[src/rtl/alu_res_wb.sv]
// alu_res_wb: ALU result write-back engine.
// Captures each ALU result together with its opcode into a small FIFO and
// writes the results, in arrival order, to a result memory through a req/ack
// handshake.  The write address auto-increments and wraps silently.
//
// Ports:
//   clk, reset      rising-edge clock, synchronous active-high reset
//   res_in          ALU result (2*DATA_WIDTH bits, forwarded unmodified)
//   oper_in         opcode that produced the result
//   res_valid       one-cycle pulse: res_in/oper_in valid this cycle
//   wr_req          write request to result memory (held until wr_ack)
//   wr_addr         write address (AW bits, wraps RES_DEPTH-1 -> 0)
//   wr_data         write data
//   wr_oper         opcode tag written with the data
//   wr_ack          memory accepted the write this cycle (ignored in IDLE)
//   fifo_count      entries currently held, including the one being written
//   overflow        sticky: a result was dropped because the FIFO was full
//   wr_done_cnt     completed writes, saturating at 16'hFFFF
module alu_res_wb #(
    parameter int DATA_WIDTH = 8,
    parameter int OPER_WIDTH = 2,
    parameter int FIFO_DEPTH = 4,
    parameter int RES_DEPTH  = 16
) (
    input  logic                            clk,
    input  logic                            reset,
    input  logic [2*DATA_WIDTH-1:0]         res_in,
    input  logic [OPER_WIDTH-1:0]           oper_in,
    input  logic                            res_valid,
    output logic                            wr_req,
    output logic [$clog2(RES_DEPTH)-1:0]    wr_addr,
    output logic [2*DATA_WIDTH-1:0]         wr_data,
    output logic [OPER_WIDTH-1:0]           wr_oper,
    input  logic                            wr_ack,
    output logic [$clog2(FIFO_DEPTH):0]     fifo_count,
    output logic                            overflow,
    output logic [15:0]                     wr_done_cnt
);

    localparam int RW = 2 * DATA_WIDTH;
    localparam int EW = RW + OPER_WIDTH;
    localparam int AW = $clog2(RES_DEPTH);
    localparam int PW = $clog2(FIFO_DEPTH);
    localparam int CW = PW + 1;

    typedef enum logic {
        IDLE = 1'b0,
        REQ  = 1'b1
    } state_t;

    state_t state, state_nxt;

    logic [EW-1:0] fifo_mem [FIFO_DEPTH];
    logic [PW-1:0] head, tail;
    logic          full, empty, pop, push, drop, load;

    assign full  = (fifo_count == CW'(FIFO_DEPTH));
    assign empty = (fifo_count == '0);
    assign pop   = (state == REQ) && wr_ack;
    // A pop in the same cycle frees the head slot, so a push into a full
    // FIFO is still accepted then.
    assign push  = res_valid && (!full || pop);
    assign drop  = res_valid && full && !pop;

    always_comb begin
        state_nxt = state;
        load      = 1'b0;
        case (state)
            IDLE: begin
                // Decision uses the registered (pre-push) count.
                if (!empty) begin
                    load      = 1'b1;
                    state_nxt = REQ;
                end
            end
            REQ: begin
                if (wr_ack) begin
                    state_nxt = IDLE;
                end
            end
            default: state_nxt = IDLE;
        endcase
    end

    // Storage needs no reset; emptiness is defined by the pointers/count.
    always_ff @(posedge clk) begin
        if (!reset && push) begin
            fifo_mem[tail] <= {oper_in, res_in};
        end
    end

    always_ff @(posedge clk) begin
        if (reset) begin
            state       <= IDLE;
            head        <= '0;
            tail        <= '0;
            fifo_count  <= '0;
            overflow    <= 1'b0;
            wr_req      <= 1'b0;
            wr_addr     <= '0;
            wr_data     <= '0;
            wr_oper     <= '0;
            wr_done_cnt <= '0;
        end else begin
            state  <= state_nxt;
            wr_req <= (state_nxt == REQ);

            if (push) begin
                tail <= tail + 1'b1;
            end
            if (pop) begin
                head <= head + 1'b1;
            end

            if (push && !pop) begin
                fifo_count <= fifo_count + 1'b1;
            end else if (pop && !push) begin
                fifo_count <= fifo_count - 1'b1;
            end

            if (drop) begin
                overflow <= 1'b1;
            end

            if (load) begin
                {wr_oper, wr_data} <= fifo_mem[head];
            end

            if (pop) begin
                wr_addr <= (wr_addr == AW'(RES_DEPTH - 1)) ? '0 : wr_addr + 1'b1;
                if (wr_done_cnt != 16'hFFFF) begin
                    wr_done_cnt <= wr_done_cnt + 1'b1;
                end
            end
        end
    end

endmodule

[config.mk]
export PLATFORM = sky130hd
export DESIGN_NAME = alu_res_wb
export DESIGN_NICKNAME = d
export VERILOG_FILES = /design/src/rtl/alu_res_wb.sv
export SDC_FILE = /design/constraint.sdc
export NUM_CORES = 1
export LEC_CHECK = 0
export ABC_AREA = 1
export BUFFER_PORTS_ARGS = -buffer_cell sky130_fd_sc_hd__buf_4
export CORE_MARGIN = 2
export CORE_UTILIZATION = 61
export DETAILED_ROUTE_END_ITERATION = 10
export HOLD_SLACK_MARGIN = 0.15
export MAX_ROUTING_LAYER = met4
export PLACE_DENSITY = 0.94
export SLEW_MARGIN = 20
export SYNTH_ARGS = -nofsm -noshare
export SYNTH_HDL_FRONTEND = slang
export SYNTH_SLANG_ARGS = --single-unit
export TNS_END_PERCENT = 50
[constraint.sdc]
create_clock -name clk -period 6.4 [get_ports clk]
set_input_delay 1.28 -clock clk [delete_from_list [all_inputs] [get_ports clk]]
set_output_delay 1.28 -clock clk [all_outputs]
set_load 0.02 [all_outputs]
# Yosys cells after proc, flatten, opt, wreduce, memory -nomap -nowiden
# Memory sizes are Yosys's and may differ from the RTL's. A register that Yosys moved wholly into a read port is not among the register bits.
# Index checks and enable logic that the tools add are counted.
dict set report word_totals {
  reg_bits 29
  input_bits 22
  ramBits 72
  output_inout_bits 43
  n_memories 1
  word_cells 42
}
# name depth word_bits rd rd_clocked_by_memory_dff write_ports line_no
set memory_table {}
lappend memory_table {fifo_mem 4 18 1 1 1 53} ;# logic [EW-1:0] fifo_mem [FIFO_DEPTH];
dict set report classes {
  mux 9
  n_bitwise 1
  eq_ne 3
  add_sub_neg 6
  n_reduce_logical 15
}
# operator n
set ops {}
lappend ops {{16-bit by 1-bit adder with 16-bit output, second input constant} 1}
lappend ops {{16-bit inequality test, second input constant} 1}
lappend ops {{1-bit logical AND} 7}
lappend ops {{3-bit two-way mux} 2}
lappend ops {{1-bit two-way mux} 5}
lappend ops {{2-bit by 1-bit adder with 2-bit output, second input constant} 2}
lappend ops {{4-bit by 1-bit adder with 4-bit output, second input constant} 1}
lappend ops {{4-bit equality test, second input constant} 1}
lappend ops {{1-bit logical NOT} 4}
lappend ops {{4-bit two-way mux} 1}
lappend ops {{3-bit by 1-bit adder with 3-bit output, second input constant} 1}
lappend ops {{3-bit equality test, second input constant} 1}
lappend ops {{3-bit logical NOT} 1}
lappend ops {{3-bit by 1-bit subtractor with 3-bit output, second input constant} 1}
lappend ops {{1-bit case mux with 2 select lines} 1}
lappend ops {{2-bit AND reduction} 1}
lappend ops {{2-bit nonzero test} 1}
lappend ops {{1-bit logical OR} 1}
lappend ops {{1-bit inverter} 1}

# Logic depth before layout (Yosys ltp)
# Gate-level depths: netlist of run 1.
dict set report depth {
  depth_word 8
  ltp_mapped 11
  mapped_depth_nobuf 11
}

# Worst setup path after synthesis of run 1
# Ideal clock, no wire load.
dict set report synth_path {
  path_kind {input port to flip-flop}
  startpoint {input reset}
  endpoint {memory fifo_mem[0][0] (netlist name) (enable)}
  path_buffers 1
  cell_stages 4
  t_arrival_ps 2568
  setup_slack_ps 3439
  cell_sequence {inv_1 buf_1 nand2_1 nor2_1}
}
dict set report synth_between {
  elab_chain_cells 4
}
# item line_no
set synth_rtl {}
lappend synth_rtl {{start: declaration} 26} ;# input logic reset,
lappend synth_rtl {{1-bit logical NOT} 87} ;# if (!reset && push) begin
lappend synth_rtl {{1-bit logical AND} 87}
lappend synth_rtl {{1-bit two-way mux} 87}
lappend synth_rtl {{1-bit two-way mux (not written as such)} 88} ;# fifo_mem[tail] <= {oper_in, res_in};
lappend synth_rtl {{end: declaration} 53}
# No other way between the ends.

# Worst setup path after layout of run 1
dict set report layout_path {
  startpoint {input wr_ack}
  endpoint {register fifo_count[2]}
}
dict set report layout_between {
  elab_chain_cells 6
  word_cells_on_any_way 9
}
# item line_no
set layout_rtl {}
lappend layout_rtl {{start: declaration} 34} ;# input logic wr_ack,
lappend layout_rtl {{1-bit logical AND *} 59} ;# assign pop = (state == REQ) && wr_ack;
lappend layout_rtl {{1-bit logical OR} 62} ;# assign push = res_valid && (!full || pop);
lappend layout_rtl {{1-bit logical AND} 62}
lappend layout_rtl {{1-bit logical NOT} 117} ;# end else if (pop && !push) begin
lappend layout_rtl {{1-bit logical AND} 117}
lappend layout_rtl {{2-bit nonzero test (no source line)} n/a}
lappend layout_rtl {{end signal: assignment} 116} ;# fifo_count <= fifo_count + 1'b1;
lappend layout_rtl {{end signal: assignment} 118} ;# fifo_count <= fifo_count - 1'b1;
lappend layout_rtl {{end: declaration} 35} ;# output logic [$clog2(FIFO_DEPTH):0] fifo_count,
# Every way passes the cells marked *; elsewhere a longest branch is shown, timed or not.
# A chain may end at the register's enable or synchronous reset.

==> metrics, run 1 <==
status=completed; worst slew pin tran=0.900 ns; placed cells=638; Clock Path Buffers=2; total number of vias=3830; DRT Pass-1 Iters=5; Syn Nets=515; ratio of cells with drive above 1 in the final layout=0.206; Fmax achieved=380 MHz; Setup crit start=wr_ack; fin crit period=2.63 ns; RSZ-0062 raised after global routing=no; Rel. slew slack=0.396; CP max stage cell=fa_1; CTS buffer count=17; synthesized area per cell=10.0 um^2; Netlist cell types=30; worst endpoint required time=6.80 ns; Worst EP arrival=3.03 ns; gr ovfl total=0; fin util=0.775; clk_lat worst skew=0.51 ns; Layout area overhead=23.1%; Resized cells post-CTS=0; hpwl dp=6570 um; CP Class=in -> reg; clock root buffer master=clkbuf_8; DRC=0; CP Capture Type=register; total global routing track utilization=0.292; Hold Buf Count CTS=0; Die X-Extent=93.3 um; RR Startpoint=state; Synth Warn #=0; initial antenna violation count=0; power density over the cells=403 nW/um^2; Syn Inst Count=485; clock-pin slew on the worst setup and hold paths=0.06 ns; Setup TNS Final=0 ns; setup bufs post-CTS=0; first-pass GRT wire length=18600 um; Hold Path Class=reg -> reg; Setup Viol. Count Final=0; Net count, final=585; worst vdd ir=0.274 mV; critical path buffer and inverter count=3; most common cell after layout, fill and taps aside=nor2_1; Seq/Total Area, Yosys=0.638; Fin. Hold Viols=0; Antenna Cells=0; Final Cycle Share=0.412; initial core utilization=0.630; Vias/cell=5.72; vias in the first global route=3781; Post-Layout Cell Count=670; Rows=32; GP Congestion=0.887; io pins=65; DIE HEIGHT=93.3 um; most frequent cells in the layout=nor2_1 (125), edfxtp_1 (72), buf_4 (70); pin count of the biggest net entering global routing=45; fill count=472; port buffer count=64; Yosys reg bits=119; Static Leak=2.33 nW; WL final=11300 um; # clock sinks=119; clock skew=0.00570 ns; Largest stage delay, worst path=0.40 ns; routed len/inst=16.9 um; Routed Antenna Nets=0; Max Slew Vio Count=0; Iteration-0 DRC Markers=390; Hold Crit Start=overflow; Core ar.=7730 um^2; max-cap violation count=0; CTS tree=built; cell family with most CP delay=adder cells; H-tree level count=4; Startpoint Class=primary input; CP max FO=16; synthesized area=4870 um^2; die area=8710 um^2; worst-path cell chain=buf_4 > nand2_2 > nand3_1 > nand2_1 > inv_1 > ha_1 > inv_1 > fa_1 > a21oi_1 > o21ai_0 > o21ai_0 > a21oi_1
==> cell usage after synthesis, drive strengths merged <==
cell | number | area (um^2)
nor2 | 127 | 492
edfxtp | 72 | 2160
o21ai | 66 | 330
dfxtp | 47 | 941
nand2 | 44 | 183
inv | 29 | 109
a21oi | 20 | 111
a31oi | 18 | 113
nand3 | 16 | 85.1
buf | 13 | 76.3
ha | 7 | 87.6
nand4 | 7 | 43.8
clkbuf | 6 | 22.5
xor2 | 3 | 26.3
clkinv | 2 | 7.51
nand3b | 2 | 27.5
nor3 | 2 | 10.0
and2 | 1 | 6.26
fa | 1 | 20.0
o211ai | 1 | 7.51
or2 | 1 | 6.26
==> flip-flops by register name, indices dropped and copies added (netlist names) <==
register     flops
wr_data         16
fifo_mem        72
fifo_count       3
head             2
overflow         1
tail             2
wr_addr          4
wr_oper          2
wr_done_cnt     16
state            1
==> final timing paths <==
kind / endpoint / slack, ns / cells after the start
max: fifo_count[2] / 3.77 / 12
min: overflow / 0.45 / 2
max reg2reg: fifo_count[2] / 4.07 / 11
min reg2reg: overflow / 0.45 / 2
==> power by group <==
group / internal, mW / switching (mW) / leakage (nW)
Sequential: 0.910 / 0.0674 / 1.04
Combinational: 0.180 / 0.347 / 1.02
Clock: 0.554 / 0.354 / 0.276
==> worst reg2reg max path, cell delays in order (launching register included) <==
cell     delay [ns]
dfxtp_1        0.47
nand2_2        0.26
nand3_1        0.16
nand2_1        0.11
inv_1          0.10
ha_1           0.14
inv_1          0.07
fa_1           0.40
a21oi_1        0.16
o21ai_0        0.13
o21ai_0        0.16
a21oi_1        0.05
==> kinds of logic after synthesis <==
| kind of cell | count (synthesis) | share of synthesized area |
|---|---|---|
| XOR/XNOR | 3 | 0.00540 |
| adder cells (fa/ha/maj) | 8 | 0.0221 |
| flip-flops | 119 | 0.638 |
| buffers and inverters | 50 | 0.0442 |
| AO/OA/AOI/OAI | 105 | 0.115 |
| AND/OR/NAND/NOR | 200 | 0.175 |
==> area by class of cell <==
| type | count | area [um^2] | area share |
|---|---|---|---|
| clock buffer | 17 | 414 | 0.0691 |
| clock inverter | 15 | 155 | 0.0259 |
| inverter | 31 | 116 | 0.0194 |
| multi-input combinational | 316 | 1550 | 0.259 |
| sequential | 119 | 3100 | 0.518 |
| tap | 102 | 128 | 0.0213 |
| timing repair buffer | 70 | 526 | 0.0877 |
==> metal layers <==
metal,wire length [um],GRT usage
met1,4500,0.341
met2,5720,0.481
met3,769,0.0749
met4,304,0.124
met5,0,-
==> through the flow <==
stage,power (mW),instance area [um^2],hold WS (ns),setup slack [ns]
2_1_floorplan,1.31,4870,0.490,3.44
3_3_place_gp,1.46,5420,0.433,3.39
3_5_place_dp,1.50,5420,0.437,3.32
4_1_cts,2.41,5990,0.446,3.82
5_1_grt,2.51,5990,0.462,3.62
6_report,2.41,5990,0.446,3.77
(Power assumes the default switching activity.)
==> inputs of run 2 (changes only) <==
ABC_AREA = 0   (was 1)
CORE_UTILIZATION = 56   (was 61)
PLACE_DENSITY = 0.88   (was 0.94)
clock period = 2.45 ns   (was 6.4 ns; I/O delays follow)
==> run 2 against run 1 <==
Net effect:
- hold slack got worse by 0.27 ns
- synthesized area decreased by 4.3%
- register-to-register slack got worse by 3.9 ns
- clock power increased by 150%
- combinational power rose to 2.6 times the previous value
- sequential cell count unchanged
- core utilization fell by 5.6 points
- sequential share of layout area increased by 1.3 points
- critical path depth decreased by 4
- total power increased to 2.5 times the previous value
- final area down 2.4%
- largest power group unchanged
- highest routed layer unchanged
==> metrics, run 2 <==
DIE HEIGHT=95.2 um (+2.0%); Iteration-0 DRC Markers=148 (-62%); most common cell after layout, fill and taps aside=buf_4; first-pass GRT wire length=15900 um (-14%); R2R cell count=8 (-3); worst vdd ir=0.815 mV (+200%); Yosys reg bits=119 (unchanged); Vias/cell=5.77 (+0.90%); power density over the cells=1050 nW/um^2 (+160%); fill count=509 (+7.8%); initial core utilization=0.573 (-0.0572); clk_lat worst skew=0.51 ns (about the same); # clock sinks=119 (unchanged); Syn Nets=372 (-28%); Routed Antenna Nets=0 (unchanged); CTS tree=built; dpl ws=0.0382 ns (-3.28 ns); total global routing track utilization=0.253 (-0.0388); synthesized area per cell=13.6 um^2 (+36%); final instance area=5850 um^2 (-2.4%); top_reg_cell synth=edfxtp_1; io pins=65 (unchanged); worst reg-to-reg setup slack=0.22 ns (-3.85 ns); Layout area overhead=25.6%; status=completed; CP Capture Type=register; clock-pin slew on the worst setup and hold paths=0.06 ns (about the same); GP Congestion=0.799 (-10%); initial antenna violation count=0 (unchanged); vias in the first global route=3164 (-16%); Post-synth EDFFs=72 (unchanged); CP Capture Point=fifo_count[2]; CP Class=reg -> reg; Rows=33 (+3.1%); port buffer count=64 (unchanged); synthesized area=4660 um^2 (-4.3%); Synth Warn #=0 (unchanged); Fmax achieved=448 MHz; H-tree level count=4 (unchanged); CTS buffer count=17 (unchanged); Syn Inst Count=342 (-29%); Hold Path Class=in -> reg; Setup Viol. Count Final=0 (unchanged); top-area cell type share of the netlist area=0.464 (+0.0199); Startpoint Class=register; most common cell in the netlist=edfxtp_1; Final Cycle Share=0.912; worst slew pin tran=0.971 ns (+0.0704 ns); Netlist cell types=40 (+33%); Antenna Cells=0 (unchanged); Worst EP arrival=2.67 ns (-0.36 ns); most frequent cells in the layout=buf_4 (73), edfxtp_1 (72), nand2_1 (51); clock skew=0.00667 ns (+0.000965 ns); clock root buffer master=clkbuf_8; RR Startpoint=fifo_count[0]; routed len/inst=19.1 um (+13%); max-cap violation count=0 (unchanged); Final Power=6.15 mW (+150%); Fin. Hold Viols=0 (unchanged); pin count of the biggest net entering global routing=46 (+2.2%); ratio of cells with drive above 1 in the final layout=0.297 (+0.0912); largest cells by area after synthesis=edfxtp_1 (46%), dfxtp_1 (20%), mux4_2 (8.7%); total number of vias=3109 (-19%); WL final=10300 um (-9.0%); register area=3100 um^2 (about the same); fin crit period=2.23 ns; Setup TNS Final=0 ns (unchanged); setup ws final=0.216 ns (-3.55 ns); Reg-to-Reg End=fifo_count[2]; DRT Pass-1 Iters=5 (unchanged); ys async rst share=0 (unchanged); area of the multi-input gates=1460 um^2 (-5.9%); Net count, final=451 (-23%); setup bufs post-CTS=0 (unchanged); Rel. slew slack=0.353 (-0.0433); worst endpoint required time=2.89 ns (-3.91 ns); Largest Register=fifo_mem; Static Leak=2.12 nW (-9.1%); CP max FO=6 (-10); Seq/Total Area, Yosys=0.666 (+0.0286); Hold Buf Count CTS=0 (unchanged); Resized cells post-CTS=0 (unchanged); Setup crit start=fifo_count[0]; die area=9060 um^2 (+4.1%); Max Slew Vio Count=0 (unchanged); Die X-Extent=95.2 um (+2.0%); Post-synth top cells=edfxtp_1 (72), nand2_1 (51), dfxtp_1 (47); cell taking the most area after synthesis=edfxtp_1; Core ar.=8130 um^2 (+5.3%); RSZ-0062 raised after global routing=no; dpl cell area=5300 um^2 (-2.3%); gr ovfl total=0 (unchanged); hpwl dp=6200 um (-5.6%); Largest register FFs=72 (unchanged); Clock Path Buffers=2 (unchanged); Top Registers=fifo_mem: 72 flops, wr_data: 16 flops, wr_done_cnt: 16 flops; DRC=0 (unchanged)
==> run 2: cell types whose count changed after synthesis, sizes merged, moves of 7 or more <==
cell / before / now
nand2: 44 / 51
mux4: 0 / 18
a21oi: 20 / 35
a31oi: 18 / 1
nand3: 16 / 5
o21ai: 66 / 5
nor2: 127 / 16
inv: 29 / 9
==> run 2: logic make-up after synthesis <==
logic type | Yosys count | share of synthesized area
DFF | 119 | 0.666
and+or+nand+nor | 109 | 0.115
AOI/OAI and AO/OA | 55 | 0.0701
buffers and inverters | 24 | 0.0210
muxes | 21 | 0.0935
adders and majority gates | 8 | 0.0231
xor gates and xnor gates | 6 | 0.0113
==> run 2: layer usage <==
layer  wire (um)  vias to the layer above  track usage  share of wire
met5           0                        -            -              0
met4         155                        0       0.0809          0.015
met3         693                       13       0.0822          0.067
met2        5430                      125        0.431           0.53
met1        4000                     1522        0.283           0.39
li1            -                     1449            -              -
==> run 2: worst min-delay path by stage <==
| stage | startpoint | to | depth (start not counted) |
|---|---|---|---|
| after floorplan | tail[1] | tail[1] | 2 |
| after global placement | wr_data[13] | wr_data[13] | 2 |
| after detailed placement | wr_data[6] | wr_data[6] | 2 |
| after CTS | res_in[8] | fifo_mem[2][8] | 1 |
| after global routing | res_in[8] | fifo_mem[2][8] | 1 |
| final | res_in[8] | fifo_mem[2][8] | 1 |
==> run 2: report_power, final <==
group          total (mW)  switching, mW  internal (mW)
Clock                2.25          0.900           1.35
Sequential           2.54          0.157           2.39
Combinational        1.36          0.794          0.563
Total                6.15           1.85           4.30
==> run 2: cell type report <==
class	count	share of cell area
Clock inverter	14	0.0216
Tap cell	105	0.0225
Inverter	9	0.00578
Multi-Input combinational cell	199	0.249
Clock buffer	18	0.0714
Timing Repair Buffer	75	0.0988
Sequential cell	119	0.531
==> run 2: metrics by stage <==
step,utilization,hold WS [ns],instances
floorplan,-,0.514,342
global placement,0.651,0.445,506
detailed placement,0.651,0.447,506
CTS,0.718,0.153,538
global route,0.719,0.150,539
finish,0.719,0.179,539
==> run 2: worst max-delay path, stage by stage, from the launching register on <==
cell and delay [ns]:
dfxtp_1 0.46, nor2_1 0.11, a31oi_2 0.26, ha_1 0.23, inv_1 0.07, fa_1 0.38, xor2_1 0.17, or3_1 0.33
a21oi_1 0.15
==> inputs of run 3 (changes only) <==
CORE_UTILIZATION = 55   (was 56)
GPL_ROUTABILITY_DRIVEN = 0   (was not set)
PLACE_DENSITY = 0.87   (was 0.88)
==> run 3 against run 2 <==
Net effect:
- hold slack lost 0.010 ns
- sequential power about the same
- combinational power hardly changed
- clock power grew 8%
- routed wire length is 3.6% lower
- clock skew up 0.0032 ns
- final area increased by 0.56%
- fmax down 2.0%
- die area rose by 1.7%
- sequential share of layout area fell by 0.27 points
- critical path type unchanged
- largest cell class unchanged
- highest routed layer unchanged
==> metrics, run 3 (synthesis results as in run 2) <==
Net count, final=451 (unchanged); Seq pwr share=0.403 (-0.011); DRT Pass-1 Iters=4 (-1); port buffer count=64 (unchanged); combinational share of power=0.213 (-0.008); ratio of cells with drive above 1 in the final layout=0.297 (unchanged); CP max FO=7 (+1); total number of vias=3136 (+0.87%); Fmax achieved=439 MHz (-2.0%); Largest register FFs=72 (unchanged); hpwl dp=6070 um (-2.2%); RR Startpoint=state; H-tree level count=4 (unchanged); CTS tree=built; # clock sinks=119 (unchanged); pin count of the biggest net entering global routing=46 (unchanged); Clock Path Buffers=2 (unchanged); most common cell after layout, fill and taps aside=buf_4; fin crit period=2.28 ns (+0.0461 ns); clock skew=0.00990 ns (+0.00324 ns); CTS buffer count=17 (unchanged); RSZ-0062 raised after global routing=no; worst slew pin tran=0.948 ns (-0.0231 ns); Setup Viol. Count Final=0 (unchanged); Routed Antenna Nets=0 (unchanged); Hold Path Class=in -> reg; Static Leak=2.14 nW (+1.1%); clock-pin slew on the worst setup and hold paths=0.06 ns (about the same); Startpoint Class=register; die area=9220 um^2 (+1.7%); max-cap violation count=0 (unchanged); Rel. slew slack=0.368 (+0.0154); routed len/inst=18.4 um (-3.6%); DRC=0 (unchanged); Vias/cell=5.82 (+0.87%); gr ovfl total=0 (unchanged); final instance area=5880 um^2 (+0.56%); Die X-Extent=96.0 um (+0.87%); R2R cell count=9 (+1); Largest Register=fifo_mem; Top Registers=fifo_mem: 72 flops, wr_data: 16 flops, wr_done_cnt: 16 flops; clk_lat worst skew=0.52 ns (about the same); Antenna Cells=0 (unchanged); worst reg-to-reg setup slack=0.17 ns (-0.05 ns); dpl cell area=5290 um^2 (about the same); P_sw=1.84 mW (-0.57%); Fin. Hold Viols=0 (unchanged); clock network power share=0.385 (+0.019); Setup crit start=state; Final Cycle Share=0.931 (+0.0188); sw frac=0.290 (-0.0109); first-pass GRT wire length=15500 um (-3.0%); io pins=65 (unchanged); Worst EP arrival=2.72 ns (+0.05 ns); Max Slew Vio Count=0 (unchanged); total global routing track utilization=0.241 (-0.0121); Rows=33 (unchanged); DIE HEIGHT=96.0 um (+0.87%); Setup TNS Final=0 ns (unchanged); initial core utilization=0.567 (-0.00576); Core ar.=8220 um^2 (+1.0%); CP Capture Point=fifo_count[2]; most frequent cells in the layout=buf_4 (75), edfxtp_1 (72), nand2_1 (51); WL final=9900 um (-3.6%); initial antenna violation count=0 (unchanged); Layout area overhead=26.3%; power density over the cells=1080 nW/um^2 (+2.6%); worst endpoint required time=2.89 ns (about the same); status=completed; Iteration-0 DRC Markers=186 (+26%); CP Class=reg -> reg; vias in the first global route=3085 (-2.5%); worst vdd ir=0.788 mV (-3.3%); CP Capture Type=register; internal power=4.50 mW (+4.8%); clock root buffer master=clkbuf_8; Reg-to-Reg End=fifo_count[2]
## run 3: changes by cell type in the layout (fill, tap and decap cells not counted), moves of 2 or more
cell | previous run | this run
buf_4 | 73 | 75
bufinv_16 | 1 | 3
clkinv_1 | 0 | 2
clkinv_2 | 3 | 0
clkinvlp_4 | 5 | 3
## run 3: power by group through the flow
stage / logic [mW] / clock network [mW] / registers, mW
6_report: 1.35 / 2.44 / 2.55
5_1_grt: 1.47 / 2.55 / 2.58
4_1_cts: 1.36 / 2.47 / 2.55
3_5_place_dp: 1.34 / 0 / 2.58
3_3_place_gp: 1.30 / 0 / 2.56
2_1_floorplan: 0.628 / 0 / 2.75
## run 3: routing by layer
layer | GRT usage | wire length, um
met4 | 0.117 | 117
met3 | 0.0634 | 731
met1 | 0.272 | 3870
met2 | 0.398 | 5180
met5 | - | 0
## run 3: worst min-delay path by stage
stage          startpoint               to  slack (ns)  depth (start not counted)
6_report       res_in[14]  fifo_mem[2][14]        0.17                          1
5_1_grt         res_in[8]   fifo_mem[2][8]        0.16                          1
4_1_cts         res_in[7]   fifo_mem[2][7]        0.16                          1
3_5_place_dp   wr_data[6]       wr_data[6]        0.45                          2
3_3_place_gp   wr_data[1]       wr_data[1]        0.44                          2
2_1_floorplan     tail[1]          tail[1]        0.51                          2
## run 3: what timing repair did
action,4_1_cts,5_1_grt
setup buffers,0,0
hold buffers,0,0
resized for setup,0,1
endpoints found under the setup margin,0,1
## run 3: final cells by class
type,instances,area (um^2)
Sequential cell,119,3110
Fill cell,512,2330
Multi-Input combinational cell,199,1460
Timing Repair Buffer,75,563
Clock buffer,18,418
Clock inverter,14,173
Tap cell,105,131
Inverter,9,33.8
## run 3: worst max-delay path, cell delays in order (launching register included)
cell     delay [ns]
dfxtp_2        0.38
and2_1         0.19
inv_2          0.05
a31oi_2        0.28
ha_1           0.24
inv_1          0.06
fa_1           0.37
xor2_1         0.15
or3_1          0.30
a21oi_1        0.17
## run 3: stage by stage
step           utilization  worst slack, ns  hold WS, ns  total power, mW  instances
6_report             0.716            0.170        0.169             6.34        539
4_1_cts              0.716            0.150        0.158             6.38        539
2_1_floorplan            -          0.00990        0.514             3.38        342
3_5_place_dp         0.644           0.0582        0.450             3.92        507
3_3_place_gp         0.644            0.114        0.445             3.86        507
5_1_grt              0.716          0.00360        0.159             6.59        539
